[src/rtl/config_readback_pkg.sv]
// ------------------------------------------------------------------------
// config_readback_pkg : shared state encoding and frame constants | Rev 1.0
// ------------------------------------------------------------------------
`default_nettype none

package config_readback_pkg;

   localparam int         CFG_FRAME_HDR_BYTES = 4;
   localparam logic [7:0] CFG_SYNC_BYTE0      = 8'h5A;
   localparam logic [7:0] CFG_SYNC_BYTE1      = 8'hA5;

   typedef enum logic [3:0] {
      ST_IDLE   = 4'd0,
      ST_SYNC0  = 4'd1,
      ST_SYNC1  = 4'd2,
      ST_CNT_HI = 4'd3,
      ST_CNT_LO = 4'd4,
      ST_LOAD   = 4'd5,
      ST_DATA   = 4'd6,
      ST_CSUM   = 4'd7,
      ST_DONE   = 4'd8
   } tx_state_e;

endpackage

`default_nettype wire

[src/rtl/word_byte_serializer.sv]
// ------------------------------------------------------------------------
// word_byte_serializer : 32-bit word to MSB-first byte shifter | Rev 1.0
// ------------------------------------------------------------------------
`default_nettype none

module word_byte_serializer (
   input  logic        clk,
   input  logic        rst_n,
   input  logic        load,
   input  logic [31:0] word,
   input  logic        shift_en,
   output logic [7:0]  byte_out,
   output logic        last_byte
);

   logic [31:0] shift_reg;
   logic [1:0]  byte_idx;

   always_ff @(posedge clk or negedge rst_n) begin
      if (!rst_n) begin
         shift_reg <= 32'h0;
         byte_idx  <= 2'd0;
      end else if (load) begin
         shift_reg <= word;
         byte_idx  <= 2'd0;
      end else if (shift_en) begin
         shift_reg <= {shift_reg[23:0], 8'h00};
         byte_idx  <= byte_idx + 2'd1;
      end
   end

   assign byte_out  = shift_reg[31:24];
   assign last_byte = (byte_idx == 2'd3);

endmodule

`default_nettype wire

[src/rtl/config_readback_tx.sv]
// ------------------------------------------------------------------------
// config_readback_tx : frames readback words (sync, count, data, XOR csum)
// onto the CDC IN byte stream | Rev 1.0
// ------------------------------------------------------------------------
`default_nettype none

module config_readback_tx
   import config_readback_pkg::*;
#(
   parameter logic [7:0] SYNC_BYTE0  = CFG_SYNC_BYTE0,
   parameter logic [7:0] SYNC_BYTE1  = CFG_SYNC_BYTE1,
   parameter int         COUNT_WIDTH = 16
) (
   input  logic                   clk_i,
   input  logic                   reset_n_i,
   input  logic                   start_i,
   input  logic [COUNT_WIDTH-1:0] word_count_i,
   input  logic [31:0]            word_data_i,
   input  logic                   word_valid_i,
   output logic                   word_ready_o,
   output logic [7:0]             in_data_o,
   output logic                   in_valid_o,
   input  logic                   in_ready_i,
   output logic                   busy_o,
   output logic                   done_o
);

   tx_state_e              state;
   tx_state_e              next_state;
   logic [COUNT_WIDTH-1:0] remaining;
   logic [7:0]             checksum;
   logic [15:0]            count_hdr;
   logic                   byte_xfer;
   logic                   word_load;
   logic                   ser_shift;
   logic [7:0]             ser_byte;
   logic                   ser_last;

   // The header is sent before any decrement, so remaining doubles as the count.
   assign count_hdr = 16'(remaining);
   assign byte_xfer = in_valid_o & in_ready_i;
   assign word_load = (state == ST_LOAD) & word_valid_i;
   assign ser_shift = (state == ST_DATA) & byte_xfer;

   word_byte_serializer u_serializer (
      .clk       (clk_i),
      .rst_n     (reset_n_i),
      .load      (word_load),
      .word      (word_data_i),
      .shift_en  (ser_shift),
      .byte_out  (ser_byte),
      .last_byte (ser_last)
   );

   always_ff @(posedge clk_i or negedge reset_n_i) begin
      if (!reset_n_i) begin
         state <= ST_IDLE;
      end else begin
         state <= next_state;
      end
   end

   always_ff @(posedge clk_i or negedge reset_n_i) begin
      if (!reset_n_i) begin
         remaining <= '0;
         checksum  <= 8'h00;
      end else begin
         if ((state == ST_IDLE) && start_i) begin
            remaining <= word_count_i;
            checksum  <= 8'h00;
         end
         if (byte_xfer && ((state == ST_CNT_HI) || (state == ST_CNT_LO) || (state == ST_DATA))) begin
            checksum <= checksum ^ in_data_o;
         end
         if (ser_shift && ser_last && (remaining != '0)) begin
            remaining <= remaining - COUNT_WIDTH'(1);
         end
      end
   end

   always_comb begin
      next_state = state;
      case (state)
         ST_IDLE:   if (start_i)   next_state = ST_SYNC0;
         ST_SYNC0:  if (byte_xfer) next_state = ST_SYNC1;
         ST_SYNC1:  if (byte_xfer) next_state = ST_CNT_HI;
         ST_CNT_HI: if (byte_xfer) next_state = ST_CNT_LO;
         ST_CNT_LO: if (byte_xfer) next_state = (remaining != '0) ? ST_LOAD : ST_CSUM;
         ST_LOAD:   if (word_valid_i) next_state = ST_DATA;
         ST_DATA: begin
            // remaining is non-zero here; a value above one means more words follow
            if (byte_xfer && ser_last) begin
               next_state = (remaining > COUNT_WIDTH'(1)) ? ST_LOAD : ST_CSUM;
            end
         end
         ST_CSUM:   if (byte_xfer) next_state = ST_DONE;
         ST_DONE:   next_state = ST_IDLE;
         default:   next_state = ST_IDLE;
      endcase
   end

   always_comb begin
      in_valid_o   = 1'b0;
      in_data_o    = 8'h00;
      word_ready_o = 1'b0;
      done_o       = 1'b0;
      busy_o       = (state != ST_IDLE);
      case (state)
         ST_SYNC0:  begin in_valid_o = 1'b1; in_data_o = SYNC_BYTE0;      end
         ST_SYNC1:  begin in_valid_o = 1'b1; in_data_o = SYNC_BYTE1;      end
         ST_CNT_HI: begin in_valid_o = 1'b1; in_data_o = count_hdr[15:8]; end
         ST_CNT_LO: begin in_valid_o = 1'b1; in_data_o = count_hdr[7:0];  end
         ST_DATA:   begin in_valid_o = 1'b1; in_data_o = ser_byte;        end
         ST_CSUM:   begin in_valid_o = 1'b1; in_data_o = checksum;        end
         ST_LOAD:   word_ready_o = 1'b1;
         ST_DONE:   done_o = 1'b1;
         default:   ;
      endcase
   end

endmodule

`default_nettype wire

[config.mk]
export PLATFORM = sky130hd
export DESIGN_NAME = config_readback_tx
export DESIGN_NICKNAME = d
export VERILOG_FILES = /design/src/rtl/config_readback_pkg.sv /design/src/rtl/word_byte_serializer.sv /design/src/rtl/config_readback_tx.sv
export SDC_FILE = /design/constraint.sdc
export NUM_CORES = 1
export LEC_CHECK = 0
export ABC_CLOCK_PERIOD_IN_PS = 2700
export BUFFER_PORTS_ARGS = -buffer_cell sky130_fd_sc_hd__buf_2
export CAP_MARGIN = 5
export CORE_MARGIN = 5
export CORE_UTILIZATION = 55
export CTS_CLUSTER_SIZE = 10
export DETAILED_ROUTE_END_ITERATION = 6
export PLACE_DENSITY = 0.79
export RECOVER_POWER = 100
export SLEW_MARGIN = 20
export SYNTH_ARGS = -nofsm -noshare
export SYNTH_HDL_FRONTEND = slang
export SYNTH_SLANG_ARGS = --single-unit
export TNS_END_PERCENT = 5
[constraint.sdc]
create_clock -name clk_i -period 2.7 [get_ports clk_i]
set_input_delay 0.405 -clock clk_i [delete_from_list [all_inputs] [get_ports clk_i]]
set_output_delay 0.405 -clock clk_i [all_outputs]
set_load 0.03 [all_outputs]
## Yosys cells after proc, flatten, opt, wreduce, memory -nomap -nowiden

Index checks and enable logic that the tools add are counted.

| storage, ports and cells | value |
|---|---|
| flip-flop bits (word level) | 62 |
| output and inout bits | 12 |

| cells by class | value |
|---|---|
| $add $sub $neg | 2 |
| $lt $le $gt $ge | 1 |
| eq/ne operators | 17 |
| muxes and demuxes | 23 |
| bitwise operators | 4 |
| reduce and logical (&&, ||, !) cells | 15 |

Operators with widths:

| cell | count |
|---|---|
| 32-bit 2-to-1 mux | 2 |
| 8-bit one-hot mux with 6 select lines | 1 |
| 16-bit 2-to-1 mux | 2 |
| 4-bit 2-to-1 mux | 8 |
| 4-bit one-hot mux with 8 select lines | 1 |
| 4-bit by 3-bit == test with 1-bit output (second input constant) | 4 |
| 16-bit by 1-bit greater-than comparator with 1-bit output (second input constant) | 1 |
| 8-bit 2-to-1 mux | 2 |
| 16-bit nonzero test | 1 |
| 16-bit by 1-bit subtractor with 16-bit output (second input constant) | 1 |
| 2-bit inequality test (second input constant) | 7 |
| 4-bit by 2-bit == test with 1-bit output (second input constant) | 2 |
| 2-bit 2-to-1 mux | 4 |
| 8-bit AND reduction | 1 |
| 8-bit bitwise XOR | 1 |
| 2-bit nonzero test | 3 |
| 6-bit OR reduction | 1 |
| 1-bit logical AND | 5 |
| 4-bit by 1-bit == test with 1-bit output (second input constant) | 1 |
| 4-bit == test (second input constant) | 1 |
| 4-bit logical NOT | 1 |
| 4-bit nonzero test | 1 |
| 1-bit bitwise AND | 3 |
| 1-bit 2-to-1 mux | 3 |
| 4 further kinds | 5 |

## Longest topological paths before layout

| logic depth | value |
|---|---|
| depth after elaboration | 8 |
| depth in mapped cells | 8 |

## Hierarchy

Synthesis repeated with hierarchy kept, for this count alone.

| second synthesis, totals | value |
|---|---|
| cells, all modules | 408 |
| area, all modules | 3,708.6 um2 |

By module, submodules not included:

| module | times used | cells each | area an instance (um2) |
|---|---|---|---|
| config_readback_tx | 1 | 254 | 2,090.8 |
| word_byte_serializer | 1 | 154 | 1,617.8 |

## Least setup slack after synthesis

No wires, ideal clock.

| timing path | value |
|---|---|
| path kind | register -> register |
| from | reg state[2] |
| to | reg u_serializer.shift_reg[10] |
| data arrival time | 2,623 ps |
| setup slack | 6 ps |
| stages on the path, launching flop included | 8 |
| path buffers | 2 |
| clock period less this slack | 2,694 ps |
| path through | dfrtp_1 clkbuf_1 nor4bb_1 nand2_1 nand2_1 clkbuf_1 nor2_1 nor2_1 |

| between the ends | value |
|---|---|
| cells in the longest elaborated chain, start to end | 6 |

RTL lines:

| item | line | text |
|---|---|---|
| from (decl) | config_readback_tx.sv:28 | `tx_state_e state;` |
| from (signal assigned) | config_readback_tx.sv:59 | `state <= next_state;` |
| 4-bit by 2-bit == test with 1-bit output (tied with other cells) | config_readback_tx.sv:108 | `case (state)` |
| 6-bit OR reduction (no source line) | -- |  |
| 1-bit 2-to-1 mux | config_readback_tx.sv:108 |  |
| 1-bit bitwise AND | config_readback_tx.sv:41 | `assign byte_xfer = in_valid_o & in_ready_i;` |
| 1-bit bitwise AND | config_readback_tx.sv:43 | `assign ser_shift = (state == ST_DATA) & byte_xfer;` |
| 2-bit nonzero test (no source line) | -- |  |
| to (signal assigned) | word_byte_serializer.sv:24 | `shift_reg <= word;` |
| to (signal assigned) | word_byte_serializer.sv:27 | `shift_reg <= {shift_reg[23:0], 8'h00};` |
| to (decl) | word_byte_serializer.sv:16 | `logic [31:0] shift_reg;` |

Several ways; a longest one is shown, not always the timed one.
A chain may end at the register's enable or synchronous reset.

## Worst setup path in the final report

| timing path | value |
|---|---|
| from | reg remaining[1], in the netlist count_hdr[1] |
| to | reg remaining[13], in the netlist count_hdr[13] |

| between the ends | value |
|---|---|
| cells in the longest elaborated chain, start to end | 3 |

RTL lines:

| item | line | text |
|---|---|---|
| from (decl) | config_readback_tx.sv:30 | `logic [COUNT_WIDTH-1:0] remaining;` |
| from (signal assigned) | config_readback_tx.sv:69 | `remaining <= word_count_i;` |
| from (signal assigned) | config_readback_tx.sv:76 | `remaining <= remaining - COUNT_WIDTH'(1);` |
| branches (longest 3 deep; another with 16-bit by 1-bit subtractor with 16-bit output) | -- |  |

Several ways; the timed one is not identified.

==> results.json <==
{
  "path_cells": "or4_4 > or4b_4 > or4_1 > or3_1 > o221a_2",
  "period_share": 0.962,
  "multi_input_area_sq_mm": 0.00172,
  "cts_tree": "built",
  "p_sw_frac": 0.446,
  "wl_per_cell_um": 17.9,
  "clock.fmax_mhz": 385,
  "grt_max_degree": 33,
  "cts.htree.levels": 3,
  "cts_buffers": 9,
  "synth_area_sq_mm": 0.00341,
  "diodes": 0,
  "fin_util": 0.669,
  "worst_pin_slew_ps": 1150,
  "report.power.total_uw": 4810,
  "clkLatencyLatePin_ps": 340,
  "p_per_area_mw_per_mm2": 1200,
  "gp_congestion": 0.968,
  "synth_top_area_cell": "dfrtp_1",
  "ys_types": 54,
  "r2r_setup_slack_ps": 100,
  "rows": 28,
  "grt_usage": 0.262,
  "syn-num-nets": 440,
  "synth_seq_area_share": 0.455,
  "antenna_found_initial": 0,
  "path_class": "flop to flop",
  "synth_seq_cells": 62,
  "cts.sinks": 62,
  "synth.top_cell.area_share": 0.455,
  "wl_um": 9520,
  "core_sq_mm": 0.00599,
  "nets": 508,
  "clk_pin_slew_ps": 70,
  "drive_gt1_frac": 0.213,
  "grtUsageMet1": 0.360,
  "dr.pass1.iters": 6,
  "synth_edf_count": 0,
  "startpoint_type": "flop",
  "areaGrowthSynthToFinish_pct": 17.6,
  "syn_avg_cell_area_sq_um": 8.88,
  "rsz0062_at_grt": "no",
  "largest_register_ffs": 32,
  "drc": 0,
  "synth_flop_cell": "dfrtp_1",
  "top_usage_layer": "met2",
  "min_path_type": "input pin to asynchronous set/reset pin",
  "drv_slew": 0,
  "final_cell_mix": "62 x dfrtp_1, 58 x nor2_1, 53 x buf_2",
  "outcome": "completed",
  "power.leakage_uw": 0.00184,
  "final.fill_count": 503,
  "dpl.hpwl_um": 6860,
  "crit_required_ps": 2930,
  "place_inst": 516,
  "pwr-share-clk": 0.167,
  "cp_data_arrival_time_ps": 2830,
  "die-area_sq_mm": 0.00788,
  "cpMaxStageDelayCell": "or4_4",
  "die_x_um": 88.8,
  "path_max_fanout": 5,
  "p_comb_frac": 0.454,
  "first_iter_violations": 386,
  "syn_inst": 384,
  "ff_latch_area_sq_mm": 0.00155,
  "setup_viol": 0,
  "p_switching_uw": 2150,
  "fin_cells": 531,
  "intPower_uw": 2670,
  "relSlewSlack": 0.234,
  "power_frac_seq": 0.379,
  "grt_pass1_wl_um": 15800,
  "use_met3": 0.0466,
  "pin_count": 65,
  "peakVddDrop_v": 0.000713,
  "ys_warn_count": 0,
  "clockBufferDepth": 2,
  "finalClockSkew_ps": 4.88,
  "postCtsSetupBuffers": 0,
  "met2_usage": 0.400,
  "final_common_cell": "dfrtp_1",
  "async_flop_share": 1.00,
  "antenna_left": 0,
  "worstSetupEndpointType": "flop",
  "grt_pass1_vias": 3282,
  "hold_viol": 0,
  "cap_violations": 0,
  "fin_crit_ps": 2600,
  "overflow": 0,
  "slowest_delay_ps": 580,
  "fin_setup_tns_ps": 0,
  "ctsRootBufferMaster": "clkbuf_8",
  "die_h_um": 88.8,
  "synth_top_cells_by_area": "dfrtp_1 45%, nor2_1 6.4%, nand2_1 4.8%, o22ai_1 3.7%, mux2i_1 2.6%",
  "port_buffers": 64,
  "detail_route.vias_per_cell": 6.26,
  "vias": 3326,
  "initial_core_util": 0.569
}
## metrics by stage
stage	area [sq um]	hold WS, ps	setup slack, ps
2_1_floorplan	3410	109	5.69
3_3_place_gp	3840	388	195
3_5_place_dp	3840	393	142
4_1_cts	4030	24.0	122
5_1_grt	4010	272	34.6
6_report	4010	269	102
## path summary, 6_finish.rpt
path | startpoint | endpoint | cells past startpoint
max | count_hdr[1] | count_hdr[13] | 5
min | reset_n_i | checksum[7] | 1
max reg2reg | count_hdr[1] | count_hdr[13] | 5
min reg2reg | checksum[2] | checksum[2] | 1
max in group asynchronous | reset_n_i | u_serializer.shift_reg[25] | 2
min in group clk_i | word_count_i[5] | count_hdr[5] | 3
## per-layer routing
layer / vias up / share of wire
met1: 1550 / 0.43
met2: 195 / 0.46
met5: - / 0
met3: 30 / 0.085
met4: 0 / 0.027
li1: 1551 / -
## Yosys cell counts (all sizes together) (2+ instances only)
library cell and instances:
dfrtp 62, nor2 58, nand2 44, clkbuf 24, o22ai 20, a21oi 13
nand3 13, o211ai 11, o21ai 11, a22o 10, a31oi 10, inv 9
mux2i 9, and2 8, nor2b 6, nor4 6, or4 6, and4 5
or3 5, a21o 4, a22oi 4, nor3 4, o311ai 4, ha 3
nand4 3, o221a 3, a211oi 2, a221o 2, a311o 2, and3 2
nor3b 2, o21a 2, o21bai 2
## worst max-delay path: cells and delay by family (launching register included)
kind / cells / cell delay (ps)
flip-flops: 1 / 430
AND/OR/NAND/NOR: 4 / 1920
AO/OA/AOI/OAI: 1 / 130
## power by group through the flow
stage,registers (uW),logic (uW),clock network (uW)
6_report,1820,2180,805
5_1_grt,1890,2410,857
4_1_cts,1800,2180,812
3_5_place_dp,1820,2170,0
3_3_place_gp,1790,2120,0
2_1_floorplan,1610,1690,0
## kinds of logic (layout without fill, tap and decap cells)
logic type / Yosys count / in the layout / synth area share
compound gates: 107 / 107 / 0.221
xor+xnor: 2 / 2 / 0.00514
fa+ha+maj: 3 / 3 / 0.0110
buf+inv: 34 / 106 / 0.0444
flops: 62 / 62 / 0.455
mux: 9 / 9 / 0.0264
simple gates: 167 / 167 / 0.237
## layout make-up
cell class              instances  share of cell area
repair buffers                 82               0.106
flip-flops and latches         62               0.387
clock buffers                  11              0.0353
inverters                       9             0.00842
clock inverters                 4              0.0119
well taps                      75              0.0234
multi-input cells             288               0.428
## timing repair
item | CTS | global route
hold buffers | 0 | 0
resized for setup | 1 | 1
endpoints found under the setup margin | 3 | 2
hold endpoints to repair | 0 | 0
gates cloned | 0 | 0
(Power assumes the default switching activity.)
